===== src/rtl/pipe_scoreboard.sv =====
//==============================================================================
// Module      : pipe_scoreboard
// Description : DEPTH-stage in-flight destination tracker producing issue stall,
//               per-operand forward selects and the write-back strobe.
//               Optional perf counters: define PIPE_SCOREBOARD_PERF_EN.
// Revision    : 1.0 - initial release
//==============================================================================
`default_nettype none

module pipe_scoreboard #(
    parameter  int NREG  = 32,
    parameter  int DEPTH = 3,
    parameter  int KILL  = 1,
    localparam int RW    = $clog2(NREG),
    localparam int SW    = $clog2(DEPTH + 1)
) (
    input  logic          clk,
    input  logic          rst,
    input  logic          iss_valid,
    input  logic          iss_wen,
    input  logic [RW-1:0] iss_rd,
    input  logic [SW-1:0] iss_lat,
    input  logic [RW-1:0] iss_rs1,
    input  logic [RW-1:0] iss_rs2,
    input  logic          iss_use1,
    input  logic          iss_use2,
    input  logic          flush,
    output logic          stall,
    output logic [SW-1:0] fwd1_sel,
    output logic [SW-1:0] fwd2_sel,
    output logic          wb_valid,
    output logic [RW-1:0] wb_rd,
    output logic          busy,
    output logic [31:0]   stall_count,
    output logic [31:0]   flush_count
);

    logic [DEPTH-1:0] valid_q;
    logic [RW-1:0]    rd_q  [DEPTH];
    logic [SW-1:0]    rem_q [DEPTH];

    logic             hazard1;
    logic             hazard2;
    logic [SW-1:0]    lat_clamped;

    // Scan oldest to youngest so the lowest matching stage has the final say.
    always_comb begin
        fwd1_sel = '0;
        fwd2_sel = '0;
        hazard1  = 1'b0;
        hazard2  = 1'b0;
        for (int k = DEPTH - 1; k >= 0; k--) begin
            if (iss_use1 && (iss_rs1 != '0) && valid_q[k] && (rd_q[k] == iss_rs1)) begin
                fwd1_sel = (rem_q[k] == '0) ? SW'(k + 1) : '0;
                hazard1  = (rem_q[k] != '0);
            end
            if (iss_use2 && (iss_rs2 != '0) && valid_q[k] && (rd_q[k] == iss_rs2)) begin
                fwd2_sel = (rem_q[k] == '0) ? SW'(k + 1) : '0;
                hazard2  = (rem_q[k] != '0);
            end
        end
    end

    always_comb begin
        lat_clamped = iss_lat;
        if (iss_lat == '0) begin
            lat_clamped = SW'(1);
        end else if (iss_lat > SW'(DEPTH)) begin
            lat_clamped = SW'(DEPTH);
        end
    end

    assign stall    = iss_valid & ~flush & (hazard1 | hazard2);
    assign wb_valid = valid_q[DEPTH-1];
    assign wb_rd    = rd_q[DEPTH-1];
    assign busy     = |valid_q;

    // A flush squashes the issue slot and every entry sitting in the first
    // KILL stages, i.e. everything younger than the resolving branch.
    always_ff @(posedge clk) begin
        if (rst) begin
            valid_q <= '0;
            for (int k = 0; k < DEPTH; k++) begin
                rd_q[k]  <= '0;
                rem_q[k] <= '0;
            end
        end else begin
            valid_q[0] <= iss_valid & iss_wen & (iss_rd != '0) & ~stall & ~flush;
            rd_q[0]    <= iss_rd;
            rem_q[0]   <= lat_clamped - SW'(1);
            for (int k = 1; k < DEPTH; k++) begin
                valid_q[k] <= valid_q[k-1] & ~(flush && ((k - 1) < KILL));
                rd_q[k]    <= rd_q[k-1];
                rem_q[k]   <= (rem_q[k-1] == '0) ? '0 : rem_q[k-1] - SW'(1);
            end
        end
    end

`ifdef PIPE_SCOREBOARD_PERF_EN
    logic [31:0] stall_count_q;
    logic [31:0] flush_count_q;

    always_ff @(posedge clk) begin
        if (rst) begin
            stall_count_q <= '0;
            flush_count_q <= '0;
        end else begin
            if (stall && (stall_count_q != 32'hFFFF_FFFF)) begin
                stall_count_q <= stall_count_q + 32'd1;
            end
            if (flush && (flush_count_q != 32'hFFFF_FFFF)) begin
                flush_count_q <= flush_count_q + 32'd1;
            end
        end
    end

    assign stall_count = stall_count_q;
    assign flush_count = flush_count_q;
`else
    assign stall_count = 32'd0;
    assign flush_count = 32'd0;
`endif

endmodule

`default_nettype wire


===== config.mk =====
export PLATFORM = sky130hd
export DESIGN_NAME = pipe_scoreboard
export DESIGN_NICKNAME = d
export VERILOG_FILES = /design/src/rtl/pipe_scoreboard.sv
export SDC_FILE = /design/constraint.sdc
export NUM_CORES = 1
export LEC_CHECK = 0
export CAP_MARGIN = 20
export CORE_MARGIN = 3
export CORE_UTILIZATION = 39
export DETAILED_ROUTE_END_ITERATION = 12
export GPL_ROUTABILITY_DRIVEN = 0
export HOLD_SLACK_MARGIN = 0.08
export PLACE_DENSITY = 0.81
export SLEW_MARGIN = 40
export SYNTH_ARGS = -nofsm -noshare
export SYNTH_HDL_FRONTEND = slang
export SYNTH_SLANG_ARGS = --single-unit

===== constraint.sdc =====
create_clock -name clk -period 2.3 [get_ports clk]
set_input_delay 0.345 -clock clk [delete_from_list [all_inputs] [get_ports clk]]
set_output_delay 0.345 -clock clk [all_outputs]
set_load 0.02 [all_outputs]

==> metrics.yaml <==
violations: "setup timing"
ir_worst_vdd_v: 0.0003154
crit_arrival_ns: 2.04
setup_viol: 2
first_global_vias: 1282
synth-edff-count: 0
h-tree-depth: 1
yosysTopAreaCell: "buf_4"
cap_violations: 0
synth_compound_gate_area_share_pct: 3.549
hp-class: "reg -> reg"
synth.area.top_cells: "buf_4 (29%), dfxtp_1 (27%), xnor2_1 (8.8%), xor2_1 (5.8%), nor2b_1 (5.6%)"
ctsRootBufferMaster: "clkbuf_8"
netlist.area_leader.share_pct: 28.81
synthTopCellsByCount: "buf_4 (69), dfxtp_1 (24), xnor2_1 (18)"
crit_family: "simple AND/OR/NAND/NOR gates"
rsz0062_at_grt: "yes"
seq_area_sq_um: 488.0
grt-ovfl-total: 0
fmax_mhz: 419.6
drt_iter0_drc: 23
grt_max_degree: 24
synthSimpleGateAreaFrac_pct: 23.03
ys_warn_count: 0
synth_area_sq_um: 1798
fillers: 372
dp_cells: 317
ctsHoldBuffers: 0
status: "finished with violations"
intPower_uw: 787.1
slowest_stage: "dfxtp_1"
synthCells: 209
grtUsageMet3_pct: 0.9576
grt_pass1_wl_microns: 5927
p_sw_share_pct: 30.63
grt_util_met1_pct: 18.02
top_usage_layer: "met2"
switchingPower_uw: 347.5
clock_latency_ns: 0.27
crit_required_ns: 1.96
cp_slowest_stage_delay_ns: 0.35
path_class: "reg -> out"
antenna_found_initial: 0
use_met2_pct: 24.61
seq_power_share_pct: 39.7
dieHeight_microns: 73.90
cts_tree: "yes"
drv_slew: 0
async_flop_share_pct: 0
die_area_sq_um: 5461
synthFlopType: "dfxtp_1"
synth_seq_cells: 24
antennaDiodeCount: 0
initial_core_util_pct: 40.73
dr.pass1.iters: 4
vias_per_cell: 4.323
power_density_nw_per_um2: 462.7
p_leak_nw: 1.087
fin_nets: 300
synth_mux_area_share_pct: 0
fin_crit_sh_pct: 103.6
die-width_microns: 73.90
cts_buffers: 3
setup_ws_ns: -0.08325
path_buf_inv: 1
ys_seq_area_share_pct: 26.72
synth_most_common_cell: "buf_4"
skew_ns: 0.005773
multi_input_area_sq_um: 1234
period_minus_slack_ns: 2.383
placed_cell_area_sq_um: 2142
design_area_sq_um: 2452
ys_types: 33
p_clk_share_pct: 32.1
wire_per_inst_microns: 13.47
drive_gt1_share_pct: 33.33
synthAdderAreaFrac_pct: 1.392
clkTransAtPathRegs_ns: 0.08
drcViolationCount: 0
io_pins: 100
area.growth.synth_to_final_pct: 36.40
num_rows: 24
crit_path_max_fanout: 2
drt_wl_total_microns: 4378
synth_xor_area_share_pct: 14.61
vias: 1405
hpwl_microns: 3027
cts_buffer_depth: 2
critPathLaunchType: "flip-flop"
port_buffers: 35
crit_path_cell_trace: "xor2_1 -> nor4_2 -> and3_1 -> nor4b_2 -> nor3b_2 -> o21ai_1 -> buf_4"
gr-usage-all-layers_pct: 14.09
synth_top_family_by_area: "buffers and inverters"
finalHoldWorstSlack_ns: 0.4261
hold_viol: 0
cp-end-kind: "primary output"
synth_area_per_cell_sq_um: 8.603
core_sq_um: 4414
cts.sinks: 24
ant_nets: 0
pwr-share-comb_pct: 28.2
final_cells: 325
final timing paths:
check              startpoint          end  slack, ns  cells past startpoint
setup / recovery   rd_q[0][5]        stall      -0.08                      7
setup reg to reg   rd_q[0][5]   valid_q[0]       0.55                      6
hold reg to reg   rem_q[0][2]  rem_q[0][4]       0.43                      1
hold / removal    rem_q[0][2]  rem_q[0][4]       0.43                      1
cell type report:
cell class | instances | area share (%)
sequential | 24 | 19.90
tap | 52 | 2.653
timing repair buffer | 68 | 23.32
inverter | 6 | 0.9184
clock buffer | 3 | 1.684
multi-input combinational | 171 | 50.31
clock inverter | 1 | 1.224
power by group through the flow:
stage               logic, mW  registers, mW  clock network, mW
global placement        0.271          0.455                  0
global route            0.343          0.452              0.381
floorplan               0.258          0.452                  0
finish                  0.320          0.450              0.364
detailed placement      0.275          0.455                  0
CTS                     0.289          0.447              0.373
placed cells by master (no fill, tap or decap), drive strengths merged:
master / instances
nor3b: 2
xnor2: 18
inv: 6
nor2b: 16
or4: 5
o211ai: 1
nor2: 6
and3: 3
nor3: 7
dfxtp: 24
xor2: 12
nand4b: 1
nand4: 1
o21bai: 2
nand2b: 1
clkbuf: 9
clkdlybuf4s50: 18
nor4: 7
nand2: 5
nor4b: 3
a21oi: 2
and3b: 1
dlygate4sd2: 2
or3: 1
nand3: 7
bufinv: 1
conb: 64
ha: 2
o21ai: 4
buf: 42
cell families (layout without fill, tap and decap cells):
group,Yosys count,after routing
and+or+nand+nor,66,66
adders and majority gates,2,2
xor gates and xnor gates,30,30
AOI/OAI and AO/OA,9,9
buffers and inverters,77,78
DFF,24,24
other,1,64
worst reg2reg max path, cell delays in order (launching register included):
cell	delay [ns]
dfxtp_1	0.35
xor2_1	0.17
nor4_2	0.29
and3_1	0.25
nor4b_2	0.31
nor3b_2	0.10
and3_1	0.17
registers in the layout, indices dropped and copies added, names as in the netlist:
signal and cells:
rd_q 15, rem_q 6, valid_q 3
through the flow:
step / utilization [%] / TNS, ns / setup WS [ns] / power (mW)
floorplan: - / 0 / 0.1447 / 0.7094
global placement: 48.53 / -3.801 / -0.8248 / 0.7256
detailed placement: 48.53 / -3.928 / -0.8392 / 0.7302
CTS: 52.66 / -0.2704 / -0.07657 / 1.109
global route: 55.56 / -0.3968 / -0.1775 / 1.176
finish: 55.56 / -0.09356 / -0.08325 / 1.135
repair_timing:
| item | CTS | global route |
|---|---|---|
| cloned | 0 | 0 |
| buffers inserted | 3 | 1 |
| gates resized for setup | 75 | 42 |
| setup endpoints to repair | 5 | 5 |
| pin swaps | 16 | 24 |
metal layers:
metal,wire [microns],up-vias
met3,256,7
met1,1689,640
met5,0,-
met2,2360,68
li1,-,690
met4,72,0
No activity file was read; power rests on OpenSTA's default activity.
